### config.mk
export PLATFORM = sky130hd
export DESIGN_NAME = load_store_unit
export DESIGN_NICKNAME = d
export VERILOG_FILES = /design/src/rtl/load_store_unit.sv
export SDC_FILE = /design/constraint.sdc
export NUM_CORES = 1
export LEC_CHECK = 0
export CAP_MARGIN = 15
export CORE_MARGIN = 4
export CORE_UTILIZATION = 39
export CTS_CLUSTER_DIAMETER = 150
export DETAILED_ROUTE_END_ITERATION = 8
export PLACE_DENSITY_LB_ADDON = 0.12
export SYNTH_ARGS = -nofsm -noshare
export SYNTH_HDL_FRONTEND = slang
export SYNTH_SLANG_ARGS = --single-unit
export TNS_END_PERCENT = 20
### constraint.sdc
create_clock -name clk -period 3.4 [get_ports clk]
set_clock_uncertainty 0.2 [all_clocks]
set_input_delay 0.51 -clock clk [delete_from_list [all_inputs] [get_ports clk]]
set_output_delay 0.51 -clock clk [all_outputs]
set_load 0.03 [all_outputs]
### src/rtl/load_store_unit.sv
// Load/store unit: sequences one aligned memory access at a time through IDLE/ISSUE/WAIT/DONE.
// Optional macro MISALIGN_TRAP_EN turns misaligned half/word accesses into a no-access error completion.
module load_store_unit #(
  parameter int RD_LATENCY = 1
) (
  input  logic        clk,
  input  logic        rst,
  input  logic        req_i,
  input  logic        we_i,
  input  logic [2:0]  op_i,
  input  logic [31:0] addr_i,
  input  logic [31:0] st_data_i,
  output logic        busy_o,
  output logic        done_o,
  output logic [31:0] ld_data_o,
  output logic        addr_err_o,
  output logic        mem_rd_en_o,
  output logic        mem_wr_en_o,
  output logic [3:0]  mem_be_o,
  output logic [31:0] mem_addr_o,
  output logic [31:0] mem_wr_data_o,
  input  logic [31:0] mem_rd_data_i
);

  typedef enum logic [1:0] {IDLE, ISSUE, WAIT, DONE} state_t;

  state_t      state, state_nxt;
  logic [1:0]  wait_cnt, wait_cnt_nxt;
  logic        we_p0;
  logic        trap_p0;
  logic [2:0]  op_p0;
  logic [1:0]  off_p0;
  logic        accept;
  logic        trap_acc;
  logic        rd_last;

  // Size encoding shared by loads and stores: op[1:0] 00 byte, 01 half, 1x word.
  function automatic logic [3:0] store_be(input logic [1:0] sz, input logic [1:0] off);
    logic [3:0] be;
    if (sz[1])
      be = 4'b1111;
    else if (sz[0])
      be = off[1] ? 4'b0011 : 4'b1100;
    else
      be = 4'b1000 >> off;
    return be;
  endfunction

  function automatic logic [31:0] store_rep(input logic [1:0] sz, input logic [31:0] d);
    logic [31:0] r;
    if (sz[1])
      r = d;
    else if (sz[0])
      r = {2{d[15:0]}};
    else
      r = {4{d[7:0]}};
    return r;
  endfunction

  // Big-endian lane pick: offset 0 is bits 31:24.
  function automatic logic [31:0] load_ext(input logic [2:0] op, input logic [1:0] off,
                                           input logic [31:0] w);
    logic [7:0]  b;
    logic [15:0] h;
    logic [31:0] r;
    case (off)
      2'd0:    b = w[31:24];
      2'd1:    b = w[23:16];
      2'd2:    b = w[15:8];
      default: b = w[7:0];
    endcase
    h = off[1] ? w[15:0] : w[31:16];
    if (op[1])
      r = w;
    else if (op[0])
      r = op[2] ? {16'h0000, h} : {{16{h[15]}}, h};
    else
      r = op[2] ? {24'h000000, b} : {{24{b[7]}}, b};
    return r;
  endfunction

  function automatic logic misaligned(input logic [1:0] sz, input logic [1:0] off);
    logic m;
    if (sz[1])
      m = (off != 2'b00);
    else if (sz[0])
      m = off[0];
    else
      m = 1'b0;
    return m;
  endfunction

`ifdef MISALIGN_TRAP_EN
  assign trap_acc = misaligned(op_i[1:0], addr_i[1:0]);
`else
  assign trap_acc = 1'b0;
`endif

  assign accept  = (state == IDLE) && req_i;
  assign rd_last = (state == WAIT) && (wait_cnt == 2'd0);

  always_comb begin
    state_nxt    = state;
    wait_cnt_nxt = wait_cnt;
    case (state)
      IDLE: begin
        if (req_i) state_nxt = ISSUE;
      end
      ISSUE: begin
        if (we_p0 || trap_p0) begin
          state_nxt = DONE;
        end else begin
          state_nxt    = WAIT;
          wait_cnt_nxt = 2'(RD_LATENCY - 1);
        end
      end
      WAIT: begin
        if (wait_cnt == 2'd0)
          state_nxt = DONE;
        else
          wait_cnt_nxt = wait_cnt - 2'd1;
      end
      default: state_nxt = IDLE;
    endcase
  end

  // Stage p0: FSM state and every output are registered from next-state decisions.
  always_ff @(posedge clk or posedge rst) begin
    if (rst) begin
      state         <= IDLE;
      wait_cnt      <= 2'd0;
      we_p0         <= 1'b0;
      trap_p0       <= 1'b0;
      busy_o        <= 1'b0;
      done_o        <= 1'b0;
      addr_err_o    <= 1'b0;
      mem_rd_en_o   <= 1'b0;
      mem_wr_en_o   <= 1'b0;
      mem_be_o      <= 4'b0000;
      mem_addr_o    <= 32'h0;
      mem_wr_data_o <= 32'h0;
      ld_data_o     <= 32'h0;
    end else begin
      state       <= state_nxt;
      wait_cnt    <= wait_cnt_nxt;
      busy_o      <= (state_nxt != IDLE);
      done_o      <= (state_nxt == DONE);
      addr_err_o  <= (state_nxt == DONE) && (state == ISSUE) && trap_p0;
      mem_rd_en_o <= accept && !we_i && !trap_acc;
      mem_wr_en_o <= accept && we_i && !trap_acc;
      mem_be_o    <= (accept && we_i && !trap_acc) ? store_be(op_i[1:0], addr_i[1:0]) : 4'b0000;
      if (accept) begin
        we_p0      <= we_i;
        trap_p0    <= trap_acc;
        mem_addr_o <= {addr_i[31:2], 2'b00};
        if (we_i)
          mem_wr_data_o <= store_rep(op_i[1:0], st_data_i);
      end
      if (rd_last)
        ld_data_o <= load_ext(op_p0, off_p0, mem_rd_data_i);
    end
  end

  // Access attributes are pure data: captured on accept, never reset.
  always_ff @(posedge clk) begin
    if (accept) begin
      op_p0  <= op_i;
      off_p0 <= addr_i[1:0];
    end
  end

endmodule

## After elaboration in Yosys (flattened, before gate mapping)

Cells that the tools add are included.

| cells by class | value |
|---|---|
| shift operators | 1 |
| multipliers | 0 |
| add/subtract/negate cells | 1 |
| divide/modulo/power cells | 0 |
| bitwise logic cells | 0 |
| $lt $le $gt $ge | 0 |
| equal/unequal tests | 7 |
| muxes and demuxes | 19 |
| reduce and logical (&&, ||, !) cells | 12 |

Operators by type and width:

| operator | number |
|---|---|
| 2-to-1 mux 32 bit | 6 |
| case mux 8 bit (3 select lines) | 1 |
| 2-to-1 mux 16 bit | 1 |
| 2-to-1 mux 4 bit | 4 |
| 2-to-1 mux 2 bit | 4 |
| equality test 2 bit (second input constant) | 3 |
| logical NOT 2 bit | 3 |
| case mux 2 bit (3 select lines) | 1 |
| equality test 2 x 1 -> 1 bit (second input constant) | 2 |
| logical AND 1 bit | 4 |
| != test 2 bit (second input constant) | 2 |
| case mux 2 bit (2 select lines) | 1 |
| nonzero test 2 bit | 2 |
| >> shifter 4 x 2 -> 4 bit (first input constant) | 1 |
| AND reduction 3 bit | 1 |
| AND reduction 2 bit | 1 |
| subtractor 2 x 1 -> 2 bit (second input constant) | 1 |
| logical NOT 1 bit | 1 |
| 2-to-1 mux 1 bit | 1 |

| storage, ports and cells | value |
|---|---|
| latch bits | 0 |
| memories kept | 0 |
| ROM bits | 0 |
| bits in writable memories | 0 |
| bits in registers | 112 |

## Depth between registers and ports, before layout

Gate-level depths: netlist of the first run.

| depth | value |
|---|---|
| word-level depth | 5 |
| gate-level depth with buffers | 7 |
| depth with buffers taken out | 6 |

## Worst setup path before layout of the first run

No wires, ideal clock.

| path | value |
|---|---|
| path type | register to register |
| start point | register state[0] |
| end point | register ld_data_o[16] |
| arrival time | 1474 ps |
| setup slack | 1644 ps |
| stages on the path, launching flop included | 8 |
| library setup time | 82 ps |
| path through | dfrtp_1 inv_1 ha_1 nand3b_2 or2_1 clkbuf_2 buf_6 o22ai_1 |

| between the ends | value |
|---|---|
| cells in the longest elaborated chain, start to end | 2 |

RTL lines:

| element | line | text |
|---|---|---|
| start: declaration | 27 | `state_t state, state_nxt;` |
| start signal: assignment | 144 | `state <= state_nxt;` |
| equality test 2 bit | 100 | `assign rd_last = (state == WAIT) && (wait_cnt == 2'd0);` |
| logical AND 1 bit | 100 |  |
| end signal: assignment | 160 | `ld_data_o <= load_ext(op_p0, off_p0, mem_rd_data_i);` |
| end: declaration | 15 | `output logic [31:0] ld_data_o,` |

No other way between the ends.
A chain may end at the register's enable or synchronous reset.

## Worst setup path after layout of the first run

| path | value |
|---|---|
| start point | register state[0] |
| end point | register ld_data_o[4] |

The elaborated chain is that of the path after synthesis.

==> impl_results.md, run 1 <==
- Critical path origin: state[0]
- Post-synth EDFFs: 5
- Peak Freq: 0.423 GHz
- Gate power share: 52.6%
- Flop-to-flop setup slack: 1.03 ns
- Startpoint Class: flip-flop
- Total Routing Usage GR: 19.5%
- Worst setup EP type: flip-flop
- Sequential share of power: 32.0%
- Largest net degree at the start of global routing: 54
- Post-DP HPWL: 10,800 µm
- Total wire length: 14,300 µm
- Pwr dens: 973 nW/µm²
- Vias in the first global route: 4,338
- Hold depth: 2
- RD Place Congestion: 0.874
- Sequential fraction of the synthesis area: 56.3%
- Worst-Skew Late Latency: 0.34 ns
- Least-Margin Pin Slew: 0.959 ns
- Post-synthesis cell count: 466
- Global-route wire length before repair: 22,500 µm
- Prevailing post-synth register cell: dfrtp_1
- Die width: 121 µm
- Setup-failing EPs final: 0
- Worst vdd rail ir drop: 405 µV
- GR Overflow Total: 0
- Post-Route Utilization: 59.6%
- Leak Pwr: 3.17 nW
- IO Count: 208
- Hold crit path type: reg2reg
- Core ar.: 12,600 µm²
- Initial antenna violation count: 0
- CTS tree: yes
- Max cap viols: 0
- RSZ-0062 raised after global routing: no
- Post-route setup TNS: 0 ns
- Port Buffers: 204
- Status: completed
- Critical path arrival: 2.41 ns
- FFs w/ async S/R, synth: 95.5%
- WL/cell: 17.2 µm
- Die area: 14,800 µm²
- Yosys warning count: 0
- Crit Path Max Fanout: 29
- DRT antenna net count: 0
- Layout Nets: 765
- Sw power: 0.00304 W
- DRC: 0
- Vias: 4,315
- Num rows: 41
- Capturing point of the worst reg2reg path: ld_data_o[4]
- Antenna diodes: 0
- Vias/cell: 5.18
- FF-to-FF Start: state[0]
- Slew headroom: 35.9%
- Req. time, crit path: 3.45 ns
- Top cell type's share of synthesized area: 53.3%
- Sink Count: 112
- Post-cts sizing count: 0
- Total power: 0.00731 W
- Synth Cell Area: 5020 µm²
- Iteration count of the initial detailed-routing pass: 4
- Library cells used by synthesis: 39
- Critical path class: reg2reg
- Switch share: 41.5%
- FF+latch count, synth: 112
- Avg Synthesized Cell Area: 10.8 µm²
- Hold path start: mem_wr_data_o[3]
- Root Driver: clkbuf_16
- DIE HEIGHT: 121 µm
- Pins Over Slew Limit: 0
- Clk network pwr share: 15.4%
- Int Power: 0.00428 W
- Clk buf depth: 2
- Worst reg-to-reg path cell count: 5
- Min-Delay Endpoint: mem_wr_data_o[3]
- Final Cycle Share: 69.6%
- Initial core utilization: 39.8%
- Layout area overhead: 49.8%
- Cell taking the most area after synthesis: dfrtp_1
- Final hold vios: 0
- DR iter-0 viols: 310
- CTS Buf Count: 9
- Post-CTS Hold Fix Bufs: 0
- Top post-synthesis cells by area: dfrtp_1, mux2_2, nand2_1, o31ai_1, edfxtp_1
- Share of cells above drive strength 1: 10.7%
- Post CTS Setup Buffer Count: 0
- H-tree Lvls: 3
- Clk slew on worst S/H paths: 0.07 ns
- Minimum clock period: 2.37 ns
power by group through the flow:
stage,Sequential [W],Clock [W],Combinational [W]
finish,0.00234,0.00113,0.00385
global route,0.00242,0.00122,0.00410
CTS,0.00234,0.00116,0.00389
detailed placement,0.00235,0,0.00388
global placement,0.00234,0,0.00382
floorplan,0.00342,0,0.00118
cells in the mapped netlist (8+ instances only):
| cell type | count |
|---|---|
| dfrtp_1 | 107 |
| nand2_1 | 77 |
| nor2_1 | 40 |
| mux2_2 | 39 |
| o31ai_1 | 22 |
| a21oi_1 | 21 |
| o21ai_0 | 20 |
| o22ai_1 | 17 |
| buf_2 | 15 |
| clkbuf_1 | 12 |
| mux2i_1 | 11 |
| a22oi_1 | 9 |
| a211oi_1 | 8 |
| inv_1 | 8 |
| nor2b_1 | 8 |
registers in the layout (all words and copies together) (netlist names):
signal and count:
mem_addr_o 30, done_o 1, mem_rd_en_o 1, we_p0 1, state 2, op_p0 3, off_p0 2, mem_be_o 4
ld_data_o 32, busy_o 1, mem_wr_en_o 1, mem_wr_data_o 32, wait_cnt 2
final cells by class:
class	count	area [µm²]
clock buffers	9	225
clock inverters	6	92.6
fillers	1087	5100
inverters	10	41.3
multi-input cells	312	2000
flip-flops and latches	112	2830
well taps	172	215
repair buffers	212	2110
routing by layer:
| layer | share of wire [%] | track usage [%] | wire (µm) | vias to the layer above |
|---|---|---|---|---|
| met1 | 41 | 25.1 | 5910 | 2105 |
| met2 | 49 | 32.0 | 7020 | 168 |
| met3 | 8.3 | 5.78 | 1190 | 20 |
| li1 | - | - | - | 2022 |
| met4 | 1.4 | 5.67 | 202 | 0 |
| met5 | 0 | 0 | 0 | - |
stage by stage:
| step | cells | setup WS [ns] | hold slack (ns) | area, µm² |
|---|---|---|---|---|
| CTS | 833 | 1.04 | 0.281 | 7520 |
| floorplan | 468 | 1.40 | 0.248 | 5030 |
| finish | 833 | 1.03 | 0.276 | 7520 |
| detailed placement | 818 | 0.944 | 0.262 | 7200 |
| global route | 833 | 0.833 | 0.297 | 7520 |
| global placement | 818 | 1.03 | 0.260 | 7200 |
how the worst max path moves through the flow:
stage                        endpoint  slack (ns)  cells after the start
detailed placement  mem_wr_data_o[14]        0.94                      4
floorplan                      busy_o        1.40                      1
global placement    mem_wr_data_o[27]        1.03                      4
finish                   ld_data_o[4]        1.03                      5
CTS                      ld_data_o[4]        1.04                      5
global route             ld_data_o[5]        0.83                      5
worst max-delay path, stage by stage (launching register included):
cell and delay (ns):
dfrtp_1 0.42, inv_1 0.11, ha_1 0.28, nand2_1 0.60
buf_4 0.41, o31ai_1 0.24
cells by family after synthesis:
family,after synthesis,synth area share [%]
fa+ha+maj,5,1.25
compound gates,114,15.0
mux,52,11.8
buf+inv,44,4.06
other cells,1,0.0747
flops,112,56.3
simple gates,138,11.4
placed cells by master (no fill, tap or decap), drive strengths merged:
master / count
a311oi: 6
buf: 8
nand3b: 1
edfxtp: 5
a32oi: 1
and2: 2
nand3: 1
a211oi: 8
o21a: 1
o32ai: 6
mux2: 39
conb: 3
clkinvlp: 3
o31ai: 22
nor3: 1
o21ai: 20
bufinv: 2
ha: 5
mux4: 1
clkinv: 3
clkdlybuf4s50: 204
nand2b: 3
a21oi: 22
or3: 1
nor2b: 8
nand2: 77
mux2i: 12
o22ai: 17
clkbuf: 9
a22oi: 9
nor2: 40
or2: 4
inv: 8
dfrtp: 107
a31oi: 2
No activity file was read; power rests on OpenSTA's default activity.
==> inputs of run 2 (changes only) <==
--- a/config.mk
+++ b/config.mk
@@ -7,7 +7,7 @@
 export LEC_CHECK = 0
 export CAP_MARGIN = 15
 export CORE_MARGIN = 4
-export CORE_UTILIZATION = 39
+export CORE_UTILIZATION = 40
 export CTS_CLUSTER_DIAMETER = 150
 export DETAILED_ROUTE_END_ITERATION = 8
 export PLACE_DENSITY_LB_ADDON = 0.12
==> constraint.sdc (replaced) <==
create_clock -name clk -period 2.46 [get_ports clk]
set_clock_uncertainty 0.2 [all_clocks]
set_input_delay 0.369 -clock clk [delete_from_list [all_inputs] [get_ports clk]]
set_output_delay 0.369 -clock clk [all_outputs]
set_load 0.03 [all_outputs]
==> run 2 against run 1 <==
Net effect:
- register-to-register slack worse by 0.55 ns
- sequential share of layout area down 0.38 points
- via count up 0.76%
- total power up 39%
- critical path depth down 4
- flip-flop and latch count unchanged
==> impl_results.md, run 2 (synthesis results as in run 1) <==
- Max cap viols: 0 (unchanged)
- Final non-filler cell area: 7590 µm² (+1.0%)
- Sink Count: 112 (unchanged)
- Buf/Inv on CP: 1 (-1)
- Max stage delay cell, worst path: clkdlybuf4s50_1
- Iteration count of the initial detailed-routing pass: 4 (unchanged)
- Vias: 4,348 (+0.76%)
- Peak Freq: 0.502 GHz
- Share of cells above drive strength 1: 11.7% (+0.92 points)
- IO Count: 208 (unchanged)
- Int Power: 0.00596 W (+39%)
- Startpoint Class: flip-flop
- Vias/cell: 5.19 (+0.28%)
- Final hold vios: 0 (unchanged)
- Req. time, crit path: 1.89 ns (-1.56 ns)
- Switch share: 41.6% (+0.043 points)
- Crit Path Max Fanout: 2 (-93%)
- CTS tree: yes
- Layout Nets: 772 (+0.92%)
- Core ar.: 12,200 µm² (-3.6%)
- Post-CTS Hold Fix Bufs: 0 (unchanged)
- H-tree Lvls: 3 (unchanged)
- Status: completed
- Critical path arrival: 1.42 ns (-0.99 ns)
- Leak Pwr: 3.22 nW (+1.4%)
- Root Driver: clkbuf_16
- Gate power share: 53.1% (+0.5 points)
- Minimum clock period: 1.99 ns
- Post-DP HPWL: 11,100 µm (+2.8%)
- Sw power: 0.00424 W (+40%)
- Port Buffers: 204 (unchanged)
- Placed Cells: 821 (+0.37%)
- Post-route setup TNS: 0 ns (unchanged)
- DRC: 0 (unchanged)
- Clk network pwr share: 15.4% (about the same)
- Largest net degree at the start of global routing: 38 (-30%)
- GR Overflow Total: 0 (unchanged)
- Commonest cells after routing, fill and taps aside: clkdlybuf4s50_1, dfrtp_1, nand2_1, nor2_1, mux2_2
- Total power: 0.0102 W (+39%)
- Non-Filler Instances: 837 (+0.48%)
- Slew headroom: 57.7% (+22 points)
- Global-route wire length before repair: 23,900 µm (+6.2%)
- Pwr dens: 1340 nW/µm² (+38%)
- Hold crit path type: in2async
- DR iter-0 viols: 413 (+33%)
- Placement Cell Area: 7270 µm² (+1.0%)
- Worst vdd rail ir drop: 606 µV (+50%)
- Die width: 120 µm (-1.2%)
- Post-cts sizing count: 0 (unchanged)
- CTS Buf Count: 9 (unchanged)
- Sequential share of power: 31.4% (-0.6 points)
- Worst setup EP type: output pin
- Total Routing Usage GR: 20.9% (+1.4 points)
- RSZ-0062 raised after global routing: no
- Final Cycle Share: 81.0%
- Layout area overhead: 51.3%
- DIE HEIGHT: 120 µm (-1.2%)
- Setup-failing EPs final: 0 (unchanged)
- Clk buf depth: 2 (unchanged)
- Pins Over Slew Limit: 0 (unchanged)
- Antenna diodes: 0 (unchanged)
- DRT antenna net count: 0 (unchanged)
- Family with the most delay on the worst path: buffers and inverters
- Clk slew on worst S/H paths: 0.07 ns (about the same)
- RD Place Congestion: 0.882 (+0.85%)
- Most common cell after layout, fill and taps aside: clkdlybuf4s50_1
- Post CTS Setup Buffer Count: 0 (unchanged)
- Least-Margin Pin Slew: 0.633 ns (-0.326 ns)
- Num rows: 40 (-2.4%)
- Initial core utilization: 41.3% (+1.5 points)
- Initial antenna violation count: 0 (unchanged)
- Die area: 14,400 µm² (-2.3%)
- Top Registers: ld_data_o: 32 flops, mem_wr_data_o: 32 flops, mem_addr_o: 30 flops
- Crit-path cells: clkdlybuf4s50_1
- WL/cell: 17.8 µm (+3.2%)
- Total wire length: 14,900 µm (+3.7%)
- Vias in the first global route: 4,605 (+6.2%)
- Critical path class: reg2out
- Delay of the slowest cell on the worst path: 0.71 ns (+0.11 ns)
- Worst-Skew Late Latency: 0.34 ns (about the same)
## run 2: cell count changes in the layout (fill, tap and decap cells not counted)
| cell | change |
|---|---|
| clkinv_2 | +1 |
| clkbuf_1 | +1 |
| inv_6 | -1 |
| buf_4 | +5 |
| buf_12 | +2 |
| clkbuf_8 | +1 |
| clkinv_4 | -1 |
## run 2: worst paths after layout
kind	end	slack [ns]	from	cells past startpoint
max reg2reg	ld_data_o[17]	0.48	state[0]	5
max in group asynchronous	ld_data_o[11]	1.25	rst	3
min	mem_addr_o[21]	0.25	rst	2
max	ld_data_o[7]	0.47	ld_data_o[7]	1
min in group clk	mem_wr_data_o[17]	0.28	mem_wr_data_o[17]	2
min reg2reg	mem_wr_data_o[17]	0.28	mem_wr_data_o[17]	2
## run 2: power groups by stage
stage | Combinational, W | Sequential, W | Clock [W]
finish | 0.00542 | 0.00321 | 0.00157
global route | 0.00579 | 0.00331 | 0.00169
CTS | 0.00547 | 0.00321 | 0.00161
detailed placement | 0.00545 | 0.00323 | 0
global placement | 0.00537 | 0.00320 | 0
floorplan | 0.00163 | 0.00473 | 0
## run 2: cell type report
class                      instances  area, µm²
timing repair buffer             219       2190
fill                            1013       4570
sequential                       112       2830
inverter                          10       41.3
clock inverter                     5       80.1
multi-input combinational        312       2000
clock buffer                      11        243
tap                              168        210
## run 2: stage by stage
stage	utilization (%)	setup WS (ns)	hold slack [ns]
final	62.4	0.468	0.252
after global routing	62.4	0.364	0.280
after CTS	62.4	0.435	0.254
after detailed placement	59.8	0.340	0.261
after global placement	59.8	0.387	0.261
after floorplan	-	0.603	0.235
## run 2: layer usage
layer / track usage (%) / share of wire, % / vias to the layer above
met5: 0 / 0 / -
met4: 7.30 / 1.6 / 0
met3: 8.01 / 9.9 / 15
met2: 34.6 / 49 / 194
met1: 24.8 / 39 / 2113
li1: - / - / 2026
==> inputs of run 3 (changes only) <==
--- a/config.mk
+++ b/config.mk
@@ -7,7 +7,7 @@
 export LEC_CHECK = 0
 export CAP_MARGIN = 15
 export CORE_MARGIN = 4
-export CORE_UTILIZATION = 40
+export CORE_UTILIZATION = 39
 export CTS_CLUSTER_DIAMETER = 150
 export DETAILED_ROUTE_END_ITERATION = 8
 export PLACE_DENSITY_LB_ADDON = 0.12
==> constraint.sdc (replaced) <==
create_clock -name clk -period 1.8 [get_ports clk]
set_clock_uncertainty 0.2 [all_clocks]
set_input_delay 0.27 -clock clk [delete_from_list [all_inputs] [get_ports clk]]
set_output_delay 0.27 -clock clk [all_outputs]
set_load 0.03 [all_outputs]
==> run 3 against run 2 <==
Net effect:
- register-to-register slack worse by 0.44 ns
- wire length shrank 0.98%
- setup slack got worse by 0.43 ns
- non-clock buffer count increased by 17
==> impl_results.md, run 3 (synthesis results as in run 1) <==
- Vias: 4,358 (+0.23%)
- Num rows: 41 (+2.5%)
- Critical path class: reg2reg
- Pwr dens: 1710 nW/µm² (+27%)
- Delay of the slowest cell on the worst path: 0.58 ns (-0.13 ns)
- Int Power: 0.00729 W (+22%)
- Family with the most delay on the worst path: multiplexers
- Hold crit path type: in2async
- Post-CTS Hold Fix Bufs: 0 (unchanged)
- Vias in the first global route: 4,612 (+0.15%)
- DIE HEIGHT: 121 µm (+1.2%)
- Post-Place Setup Slack: -0.239 ns (-0.579 ns)
- Crit Path Max Fanout: 8 (+6)
- Sequential share of power: 33.1% (+1.7 points)
- Most common cell after layout, fill and taps aside: dfrtp_1
- Clk buf depth: 2 (unchanged)
- Port Buffers: 204 (unchanged)
- Total power: 0.0130 W (+27%)
- GR Overflow Total: 0 (unchanged)
- Clk network pwr share: 14.5% (-0.9 points)
- RD Place Congestion: 0.817 (-7.3%)
- Peak Freq: 0.569 GHz
- Layout area overhead: 51.4% (about the same)
- DR iter-0 viols: 236 (-43%)
- DRT antenna net count: 0 (unchanged)
- Critical path arrival: 1.77 ns (+0.35 ns)
- Req. time, crit path: 1.81 ns (-0.08 ns)
- Setup-failing EPs final: 0 (unchanged)
- Crit-path cells: mux4_2, a21oi_4, a22oi_1
- Iteration count of the initial detailed-routing pass: 4 (unchanged)
- WL/cell: 17.2 µm (-3.3%)
- CTS tree: yes
- Minimum clock period: 1.76 ns
- Gate power share: 52.3% (-0.8 points)
- Core ar.: 12,600 µm² (+3.8%)
- Switch share: 43.8% (+2.2 points)
- Sink Count: 112 (unchanged)
- CTS Buf Count: 9 (unchanged)
- Global-route wire length before repair: 23,500 µm (-1.9%)
- DRC: 0 (unchanged)
- Leak Pwr: 3.51 nW (+9.0%)
- Final non-filler cell area: 7600 µm² (about the same)
- Fill cells: 1,126 (+11%)
- Slack of the critical path: 0.0423 ns (-0.426 ns)
- Final hold vios: 0 (unchanged)
- Status: completed
- H-tree Lvls: 3 (unchanged)
- Total Routing Usage GR: 20.2% (-0.71 points)
- Post-route setup TNS: 0 ns (unchanged)
- Max stage delay cell, worst path: mux4_2
- Sw power: 0.00569 W (+34%)
- Pins Over Slew Limit: 0 (unchanged)
- Commonest cells after routing, fill and taps aside: dfrtp_1, clkdlybuf4s50_1, dlygate4sd2_1, nand2_1, nor2_1
- Startpoint Class: flip-flop
- Post-DP HPWL: 11,200 µm (+0.86%)
- Die area: 14,800 µm² (+2.4%)
- Max cap viols: 0 (unchanged)
- Antenna diodes: 0 (unchanged)
- IO Count: 208 (unchanged)
- Largest net degree at the start of global routing: 73 (+92%)
- Final Cycle Share: 97.7%
- Worst setup EP type: flip-flop
- Placement Cell Area: 7440 µm² (+2.3%)
- Layout Nets: 789 (+2.2%)
- Worst-Skew Late Latency: 0.34 ns (about the same)
- RSZ-0062 raised after global routing: yes
- Die width: 121 µm (+1.2%)
- Initial core utilization: 39.8% (-1.5 points)
- Root Driver: clkbuf_16
- Buf/Inv on CP: 0 (-1)
- Total wire length: 14,700 µm (-0.98%)
- Clk slew on worst S/H paths: 0.07 ns (about the same)
- Vias/cell: 5.09 (-2.1%)
- Initial antenna violation count: 0 (unchanged)
- Worst vdd rail ir drop: 744 µV (+23%)
- Top Registers: ld_data_o: 32 flops, mem_wr_data_o: 32 flops, mem_addr_o: 30 flops
- Share of cells above drive strength 1: 14.2% (+2.5 points)
==> run 3: worst paths after layout <==
kind	from	endpoint	slack (ns)	cells past startpoint
setup / recovery	off_p0[0]	ld_data_o[9]	0.04	3
hold / removal	rst	ld_data_o[5]	0.18	3
setup reg to reg	off_p0[0]	ld_data_o[9]	0.04	3
hold reg to reg	mem_wr_data_o[2]	mem_wr_data_o[2]	0.27	2
max in group asynchronous	rst	mem_addr_o[12]	0.84	3
min in group clk	mem_wr_data_o[2]	mem_wr_data_o[2]	0.27	2
==> run 3: power groups by stage <==
stage	clock network [W]	registers, W	logic (W)
finish	0.00189	0.00430	0.00679
CTS	0.00194	0.00431	0.00687
global placement	0	0.00435	0.00748
global route	0.00203	0.00446	0.00731
detailed placement	0	0.00439	0.00761
floorplan	0	0.00647	0.00223
==> run 3: final cells by class <==
| class | instances | area, µm² | share of cell area (%) |
|---|---|---|---|
| clock buffers | 12 | 256 | 3.38 |
| flip-flops and latches | 112 | 2830 | 37.2 |
| inverters | 10 | 41.3 | 0.543 |
| multi-input cells | 312 | 2010 | 26.5 |
| well taps | 172 | 215 | 2.83 |
| clock inverters | 3 | 17.5 | 0.231 |
| repair buffers | 236 | 2230 | 29.3 |
==> run 3: tightest hold or removal path: cells and delay by family <==
family / cells / cell delay (ns)
buffers and inverters: 3 / 0.87
==> run 3: what timing repair did <==
action | 4_1_cts | 5_1_grt
gates resized for setup | 103 | 3
pin swaps | 0 | 2
setup endpoints to repair | 118 | 25
setup buffers | 0 | 0
==> run 3: per-stage QoR <==
stage	instances	util, %	hold slack, ns
finish	857	60.2	0.185
floorplan	468	-	0.136
global placement	842	59.0	0.257
detailed placement	842	59.0	0.262
global route	857	60.2	0.216
CTS	857	60.1	0.201
==> run 3: layer usage <==
metal | share of wire [%] | track usage, % | up-vias
met5 | 0 | 0 | -
met4 | 2.0 | 7.35 | 0
met3 | 8.2 | 6.06 | 19
met2 | 50 | 34.0 | 167
met1 | 40 | 24.4 | 2099
li1 | - | - | 2073
